### config.mk
export PLATFORM = sky130hd
export DESIGN_NAME = pipe_stage_reg
export DESIGN_NICKNAME = d
export VERILOG_FILES = /design/src/rtl/pipe_stage_reg.sv
export SDC_FILE = /design/constraint.sdc
export NUM_CORES = 1
export LEC_CHECK = 0
export CORE_AREA = 3 3 144 146
export DETAILED_ROUTE_END_ITERATION = 6
export DIE_AREA = 0 0 147 149
export GPL_TIMING_DRIVEN = 0
export HOLD_SLACK_MARGIN = 0.12
export PLACE_DENSITY = 0.65
export SYNTH_ARGS = -nofsm -noshare
export SYNTH_HDL_FRONTEND = slang
export SYNTH_SLANG_ARGS = --single-unit
### constraint.sdc
create_clock -name clk -period 2.8 [get_ports clk]
set_input_delay 0.56 -clock clk [delete_from_list [all_inputs] [get_ports clk]]
set_output_delay 0.56 -clock clk [all_outputs]
set_load 0.01 [all_outputs]
### src/rtl/pipe_stage_reg.sv
// Generic inter-stage pipeline register with flush/bubble/hold handling,
// context loopback and a hold watchdog. Define PIPE_PERF_CNT_EN for perf counters.
module pipe_stage_reg #(
  parameter int unsigned       DATA_W     = 64,
  parameter int unsigned       CTX_W      = 66,
  parameter int unsigned       STALL_W    = 6,
  parameter int unsigned       STAGE      = 3,
  parameter logic [DATA_W-1:0] NOP_VAL    = '0,
  parameter int unsigned       HOLD_CNT_W = 8
) (
  input  logic                  clk,
  input  logic                  rst,
  input  logic                  flush,
  input  logic [STALL_W-1:0]    stall,
  input  logic                  in_valid,
  input  logic [DATA_W-1:0]     in_data,
  input  logic [CTX_W-1:0]      ctx_i,
  output logic                  out_valid,
  output logic [DATA_W-1:0]     out_data,
  output logic [CTX_W-1:0]      ctx_o,
  output logic [HOLD_CNT_W-1:0] hold_cycles,
  input  logic                  perf_clr,
  output logic [31:0]           perf_adv,
  output logic [31:0]           perf_bub,
  output logic [31:0]           perf_fls
);

  typedef enum logic [1:0] {ActFlush, ActBubble, ActAdvance, ActHold} action_e;

  localparam logic [HOLD_CNT_W-1:0] HoldMax = {HOLD_CNT_W{1'b1}};

  logic up, dn;
  assign up = stall[STAGE];
  assign dn = stall[STAGE+1];

  action_e act;

  // Reset is handled in the register process; this decodes the remaining priorities.
  // The illegal up=0/dn=1 pattern falls through to ADVANCE.
  always_comb begin
    act = ActAdvance;
    if (flush)          act = ActFlush;
    else if (up && !dn) act = ActBubble;
    else if (up && dn)  act = ActHold;
  end

  logic                  valid_q, valid_d;
  logic [DATA_W-1:0]     data_q, data_d;
  logic [CTX_W-1:0]      ctx_q, ctx_d;
  logic [HOLD_CNT_W-1:0] hold_q, hold_d, hold_inc;

  assign hold_inc = (hold_q == HoldMax) ? hold_q : hold_q + HOLD_CNT_W'(1);

  always_comb begin
    valid_d = valid_q;
    data_d  = data_q;
    ctx_d   = '0;
    hold_d  = '0;
    unique case (act)
      ActFlush: begin
        valid_d = 1'b0;
        data_d  = NOP_VAL;
      end
      ActBubble: begin
        valid_d = 1'b0;
        data_d  = NOP_VAL;
        ctx_d   = ctx_i;
        hold_d  = hold_inc;
      end
      ActAdvance: begin
        valid_d = in_valid;
        data_d  = in_data;
      end
      ActHold: begin
        ctx_d  = ctx_i;
        hold_d = hold_inc;
      end
      default: ;
    endcase
  end

  always_ff @(posedge clk) begin
    if (rst) begin
      valid_q <= 1'b0;
      data_q  <= NOP_VAL;
      ctx_q   <= '0;
      hold_q  <= '0;
    end else begin
      valid_q <= valid_d;
      data_q  <= data_d;
      ctx_q   <= ctx_d;
      hold_q  <= hold_d;
    end
  end

  assign out_valid   = valid_q;
  assign out_data    = data_q;
  assign ctx_o       = ctx_q;
  assign hold_cycles = hold_q;

`ifdef PIPE_PERF_CNT_EN
  logic [31:0] adv_q, bub_q, fls_q;

  always_ff @(posedge clk) begin
    if (rst || perf_clr) begin
      adv_q <= '0;
      bub_q <= '0;
      fls_q <= '0;
    end else begin
      if (act == ActAdvance && in_valid && adv_q != '1) adv_q <= adv_q + 32'd1;
      if (act == ActBubble && bub_q != '1)              bub_q <= bub_q + 32'd1;
      if (act == ActFlush && fls_q != '1)               fls_q <= fls_q + 32'd1;
    end
  end

  assign perf_adv = adv_q;
  assign perf_bub = bub_q;
  assign perf_fls = fls_q;

  logic unused_stall;
  assign unused_stall = ^stall;
`else
  assign perf_adv = '0;
  assign perf_bub = '0;
  assign perf_fls = '0;

  logic unused_stall;
  assign unused_stall = ^{stall, perf_clr};
`endif

  // A downstream stall without an upstream stall breaks the pipeline contract.
  stall_order_a: assert property (@(posedge clk) disable iff (rst) !(!up && dn));

endmodule

==> metrics.log, run 1 <==
[metrics] worst-case clock buffer depth: 2
[metrics] Post-CTS Resized: 0
[metrics] number of cells traversed by the worst register-to-register path: 4
[metrics] relative max-transition margin: 60.0%
[metrics] Critical Path RT: roughly 2.2 ns
[metrics] Pleak: between 3 and 4 nW
[metrics] CP max FO: 9
[metrics] total stage count of the critical path: 1
[metrics] power consumption: roughly 4.7 mW
[metrics] highest cell delay on the worst timing path: approximately 0.60 ns
[metrics] placeable core region: 19500 sq um
[metrics] Antenna Violating Nets Remaining: 0
[metrics] Hold Startpoint: out_data[31]$_SDFFE_PP0P_
[metrics] yosys synthesis warning count: 0
[metrics] number of buffers inserted during clock tree synthesis: 17
[metrics] count of final max-slew check failures: 0
[metrics] final hold violations: 0
[metrics] number of buffers inserted to repair setup after CTS: 0
[metrics] fraction of synthesized area in multiplexers: 0%
[metrics] Peak supply drop: 0.371 mV
[metrics] number of top-level pins: between 300 and 400
[metrics] worst hold-check path type: reg2reg
[metrics] min cycle time layout: 2.04 ns
[metrics] distinct cell type count after synthesis: 30
[metrics] crit path kind: reg2out
[metrics] fraction of the cycle the final worst path needs: about 73%
[metrics] nets: a little over 1000
[metrics] antenna violations before repair: 2
[metrics] detailed-route via count: 4470
[metrics] actual transition at the worst max-transition pin: 0.597 ns
[metrics] status: finished, final reports clean
[metrics] layer with the highest usage after global routing: met2
[metrics] vias per std cell: 3.84
[metrics] MaxCap Viol Count: 0
[metrics] Placement Cell Area: around 8500 sq um
[metrics] slowest CP cell: clkdlybuf4s50_1
[metrics] register bit count reported by yosys: 139
[metrics] final instance count without filler cells: approximately 1200
[metrics] Detailed Place HPWL: between 10000 and 15000 um
[metrics] data arrival time at the worst-slack endpoint: ~1.5 ns
[metrics] worst setup skew after layout: roughly 0.0021 ns
[metrics] XOR/XNOR share of the synthesized area: 0%
[metrics] final wirelength: approximately 16000 um
[metrics] startpoint of the worst register-to-register path: hold_cycles[0]$_SDFFE_PP0P_
[metrics] worst-skew pair later-pin latency: around 0.4 ns
[metrics] setup repair after global routing missed its margin: false
[metrics] crit path cell chain: clkdlybuf4s50_1
[metrics] power per cell area: roughly 520 nW/um^2
[metrics] number of endpoints failing setup at the final stage: 0
[metrics] CTS HTree Levels: 4
[metrics] Main synth FF type: dfxtp_1
[metrics] kind of launch point of the worst setup path: flip-flop
[metrics] row cnt: between 50 and 60
[metrics] GRT met3 Usage: a little under 8%
[metrics] layout overhead on the synthesized area: 78.4%
[metrics] effective utilization at floorplan: 26.0%
[metrics] synthesized area per cell: around 10 sq um
[metrics] leading cell type in the layout, fill and taps excluded: clkdlybuf4s50_1
[metrics] Clk Tree Root Cell: clkbuf_16
[metrics] Top Family by Delay on Critical Path: buffers and inverters
[metrics] origin of the worst setup path: hold_cycles[2]$_SDFFE_PP0P_
[metrics] summed negative setup slack over all endpoints: 0 ns
[metrics] pin count of the biggest net entering global routing: 17
[metrics] drt first-iter violations: 144
[metrics] Post-Synthesis Cell Area: between 5000 and 6000 sq um
[metrics] count of port buffers added during placement: approximately 270
[metrics] drt pass-1 iters: 4
[metrics] summed area of non-filler cells in the final layout: ~9000 sq um
[metrics] Vert. Die Dim: between 100 and 150 um
[metrics] Synth Instances: ~500
[metrics] Die X-Extent: ~150 um
[metrics] post-route DRC violation count: 0
[metrics] main combinational cell family by area after synthesis: buffers and inverters
[metrics] simple-gate area share of the yosys netlist: between 10% and 20%
[metrics] die area: approximately 22000 sq um
[metrics] register clock-pin slew on the reported worst setup and hold paths: 0.06 ns
[metrics] async set-or-reset flop fraction in the synthesized netlist: 0%
[metrics] sequential element share of the synthesized area: between 50% and 60%
[metrics] CTS tree: done
[metrics] Setup crit end kind: output port
[metrics] Buffers & Inverters on Critical Path: 1
[metrics] via count of the first global-routing pass: 4318
[metrics] global-route track usage on met2: around a quarter
[metrics] routability cong.: 0.758
[metrics] DP Cell Count: about 1100
[metrics] number of hold buffers added after cts: 0
[metrics] maximum clock rate: ~490 MHz
[metrics] clock net sink count: roughly 140
[metrics] Hold Path Depth: 2
[metrics] routing usage on met1: between 10% and 20%
[metrics] fraction of the mapped netlist area in compound gates: around 11%
[metrics] Hold WS: between 0.4 and 0.5 ns
[metrics] synthesized-area fraction occupied by adder cells: 0.247%
[metrics] global route total overflow: 0
[metrics] per-cell routed wire length: about 14 um
[metrics] wire length of the first global-routing pass: approximately 24000 um
[metrics] total global-route track usage: approximately 14%
[metrics] share of post-route cells with drive strength above 1: approximately 17%
[metrics] commonest cells after routing, fill and taps aside: 274 x clkdlybuf4s50_1, 139 x dfxtp_1, 99 x buf_4
[metrics] filler cell count in the final layout: 1925
[metrics] count of flip-flops with a built-in enable after synthesis: 0
## worst paths after layout
check | slack [ns] | to
max reg2reg | 1.40 | hold_cycles[6]$_SDFFE_PP0P_
min reg2reg | 0.49 | out_data[31]$_SDFFE_PP0P_
min | 0.49 | out_data[31]$_SDFFE_PP0P_
max | 0.76 | hold_cycles[2]
## cells by family after synthesis
group / count (synthesis)
AOI/OAI and AO/OA: 79
adders and majority gates: 1
buffers and inverters: 124
DFF: 139
other: 1
and+or+nand+nor: 153
## flip-flops by register name, indices dropped and copies added (netlist names)
register,flops
ctx_o,66
out_data,64
hold_cycles,8
out_valid,1
## metal layers
layer | wire length, um | up-vias
met4 | 182 | 0
li1 | - | 2252
met2 | 7970 | 242
met5 | 0 | -
met1 | 5920 | 1963
met3 | 2030 | 13
## per-stage QoR
| stage | utilization, % | setup slack (ns) |
|---|---|---|
| floorplan | - | 1.48 |
| global placement | 43.5 | 0.508 |
| detailed placement | 43.5 | 0.485 |
| CTS | 46.3 | 0.730 |
| global route | 46.3 | 0.663 |
| finish | 46.3 | 0.762 |
## synthesized netlist by cell type, types with 2 or more instances
| library cell | number | area, sq um |
|---|---|---|
| and3_1 | 3 | 18.8 |
| dfxtp_1 | 139 | 2780 |
| a31oi_1 | 3 | 18.8 |
| nor3_1 | 3 | 15.0 |
| clkbuf_2 | 5 | 25.0 |
| a21oi_1 | 3 | 15.0 |
| o21ai_1 | 3 | 15.0 |
| a22oi_1 | 65 | 488 |
| buf_4 | 99 | 743 |
| buf_2 | 9 | 45.0 |
| and2_1 | 67 | 419 |
| nor2_1 | 66 | 248 |
| buf_6 | 5 | 56.3 |
| clkbuf_1 | 6 | 22.5 |
| nand3_1 | 3 | 15.0 |
| nand4_1 | 2 | 12.5 |
| a211oi_1 | 2 | 15.0 |
| nand2_1 | 2 | 7.51 |
## layout make-up
| type | count | area, sq um | share of cell area, % |
|---|---|---|---|
| tap | 265 | 332 | 3.67 |
| antenna | 2 | 5.00 | 0.0553 |
| clock buffer | 17 | 425 | 4.70 |
| timing repair buffer | 274 | 2740 | 30.3 |
| clock inverter | 14 | 114 | 1.26 |
| buffer | 124 | 892 | 9.86 |
| sequential | 139 | 2780 | 30.8 |
| multi-input combinational | 329 | 1750 | 19.4 |
## report_power, final
part	switching (mW)	leakage, nW	internal (mW)
logic	0.235	2.43	0.391
clock network	0.901	0.259	1.15
registers	0.0220	1.13	2.03
total	1.16	3.81	3.57
## worst reg2reg max path: stages (launching register included)
cell,delay [ns]
dfxtp_1,0.40
ha_1,0.32
and4_1,0.30
and4b_1,0.21
nor3_1,0.05
No activity file was read; power rests on OpenSTA's default activity.
==> inputs of run 2 (changes only) <==
--- a/config.mk
+++ b/config.mk
@@ -10,7 +10,7 @@
 export DIE_AREA = 0 0 147 149
 export GPL_TIMING_DRIVEN = 0
 export HOLD_SLACK_MARGIN = 0.12
-export PLACE_DENSITY = 0.65
+export PLACE_DENSITY = 0.68
 export SYNTH_ARGS = -nofsm -noshare
 export SYNTH_HDL_FRONTEND = slang
 export SYNTH_SLANG_ARGS = --single-unit
==> constraint.sdc (replaced) <==
create_clock -name clk -period 1.8 [get_ports clk]
set_input_delay 0.36 -clock clk [delete_from_list [all_inputs] [get_ports clk]]
set_output_delay 0.36 -clock clk [all_outputs]
set_load 0.01 [all_outputs]
==> run 2 against run 1 <==
Effect of this change: first-iteration DRC count down 6.9%; via count increased by 1.9%; hold slack gained 0.0029 ns; critical path type unchanged; clock power increased by 70%; critical path depth unchanged.
==> metrics.log, run 2 (same netlist as run 1, synthesis figures left out) <==
[metrics] setup repair after global routing missed its margin: false
[metrics] CP max FO: 9
[metrics] final hold violations: 0
[metrics] DP Cell Count: roughly 1100
[metrics] Buffers & Inverters on Critical Path: 1
[metrics] actual transition at the worst max-transition pin: roughly 0.72 ns
[metrics] effective utilization at floorplan: between 20% and 30%
[metrics] number of endpoints failing setup at the final stage: 0
[metrics] Vert. Die Dim: 149 um
[metrics] nets: 1027
[metrics] kind of launch point of the worst setup path: flip-flop
[metrics] sink of the worst hold path: hold_cycles[7]$_SDFFE_PP0P_
[metrics] MaxCap Viol Count: 0
[metrics] number of cells traversed by the worst register-to-register path: 4
[metrics] drt pass-1 iters: 4
[metrics] share of post-route cells with drive strength above 1: 17.1%
[metrics] reg-to-reg setup timing slack: 0.41 ns
[metrics] Final Core Density: 46.6%
[metrics] global route total overflow: 0
[metrics] detailed-route via count: approximately 4600
[metrics] Pleak: a little under 4 nW
[metrics] crit path cell chain: clkdlybuf4s50_1
[metrics] wire length of the first global-routing pass: 23800 um
[metrics] worst-skew pair later-pin latency: between 0.4 and 0.5 ns
[metrics] clock net sink count: 139
[metrics] Hold Path Depth: 1
[metrics] relative max-transition margin: 51.7%
[metrics] Peak supply drop: roughly 0.59 mV
[metrics] die area: 21900 sq um
[metrics] count of port buffers added during placement: about 270
[metrics] Die X-Extent: about 150 um
[metrics] register clock-pin slew on the reported worst setup and hold paths: roughly 0.060 ns
[metrics] via count of the first global-routing pass: around 4300
[metrics] vias per std cell: 3.91
[metrics] total stage count of the critical path: 1
[metrics] row cnt: 51
[metrics] fraction of the cycle the final worst path needs: a little over nine tenths
[metrics] number of top-level pins: about 380
[metrics] flip-flop count of the largest register, all copies and words added: 66
[metrics] crit path kind: reg2out
[metrics] Clk Tree Root Cell: clkbuf_16
[metrics] per-cell routed wire length: between 10 and 15 um
[metrics] data arrival time at the worst-slack endpoint: 1.38 ns
[metrics] commonest cells after routing, fill and taps aside: 269 x clkdlybuf4s50_1, 136 x dfxtp_1, 99 x buf_4
[metrics] number of buffers inserted during clock tree synthesis: 17
[metrics] slowest CP cell: clkdlybuf4s50_1
[metrics] startpoint of the worst register-to-register path: hold_cycles[0]$_SDFFE_PP0P_
[metrics] CTS tree: done
[metrics] total global-route track usage: roughly 14%
[metrics] routability cong.: about 0.75
[metrics] status: finished, final reports clean
[metrics] leading cell type in the layout, fill and taps excluded: clkdlybuf4s50_1
[metrics] diode insertion count for antenna repair: 0
[metrics] min cycle time layout: roughly 1.7 ns
[metrics] capture point of the worst reg-to-reg path: hold_cycles[6]$_SDFFE_PP0P_
[metrics] Detailed Place HPWL: 12800 um
[metrics] CTS HTree Levels: 4
[metrics] filler cell count in the final layout: 1894
[metrics] pin count of the biggest net entering global routing: 17
[metrics] worst setup skew after layout: 0.00389 ns
[metrics] drt first-iter violations: between 100 and 150
[metrics] Antenna Violating Nets Remaining: 0
[metrics] antenna violations before repair: 0
[metrics] placeable core region: just under 20000 sq um
[metrics] worst hold-check path type: reg2reg
[metrics] worst-case clock buffer depth: 2
[metrics] Setup crit end kind: output port
[metrics] Critical Path RT: around 1.4 ns
[metrics] maximum clock rate: around 570 MHz
[metrics] Hold Startpoint: hold_cycles[7]$_SDFFE_PP0P_
[metrics] power per cell area: 842 nW/um^2
[metrics] post-route DRC violation count: 0
[metrics] count of final max-slew check failures: 0
[metrics] Top Family by Delay on Critical Path: buffers and inverters
[metrics] highest cell delay on the worst timing path: ~0.58 ns
[metrics] layout overhead on the synthesized area: 79.4%
[metrics] final instance count without filler cells: roughly 1200
[metrics] final wirelength: about 16000 um
-- run 2: area by class of cell --
cell class	count	area [sq um]	share of cell area, %
flip-flops and latches	139	2790	30.6
repair buffers	274	2740	30.2
multi-input cells	329	1750	19.3
plain buffers	124	892	9.81
clock buffers	18	429	4.72
well taps	265	332	3.65
clock inverters	14	160	1.76
-- run 2: repair_timing --
action	4_1_cts	5_1_grt
pin swaps	0	0
resized for setup	5	3
gates cloned	0	0
setup endpoints to repair	5	3
buffers inserted	0	0
hold buffers	0	0
-- run 2: through the flow --
step	setup TNS, ns	area [sq um]	setup slack [ns]	hold slack, ns	power (mW)
2_1_floorplan	0	5430	0.512	0.482	3.71
4_1_cts	0	9090	0.00259	0.477	7.77
3_3_place_gp	-22.71	8500	-0.238	0.478	4.23
6_report	0	9090	0.0550	0.498	7.66
3_5_place_dp	-27.69	8500	-0.313	0.485	4.24
5_1_grt	0	9090	0.00880	0.479	7.99
-- run 2: power breakdown --
part | internal [mW] | switching (mW)
Clock | 2.07 | 1.41
Combinational | 0.608 | 0.374
Sequential | 3.16 | 0.0345
-- run 2: routing by layer --
layer / vias up / GRT usage, % / wire, um
met2: 234 / 25.5 / 8400
li1: 2252 / - / -
met1: 2056 / 13.8 / 5740
met3: 11 / 7.84 / 1930
met4: 0 / 4.38 / 197
met5: - / 0 / 0
-- run 2: how the worst max path moves through the flow --
stage	end	startpoint	slack (ns)
2_1_floorplan	hold_cycles[6]$_SDFFE_PP0P_	hold_cycles[0]$_SDFFE_PP0P_	0.51
3_3_place_gp	ctx_o[59]$_SDFF_PP0_	stall[3]	-0.24
3_5_place_dp	ctx_o[5]$_SDFF_PP0_	flush	-0.31
4_1_cts	hold_cycles[7]	hold_cycles[7]$_SDFFE_PP0P_	0.003
5_1_grt	hold_cycles[2]	hold_cycles[2]$_SDFFE_PP0P_	0.009
6_report	hold_cycles[2]	hold_cycles[2]$_SDFFE_PP0P_	0.06
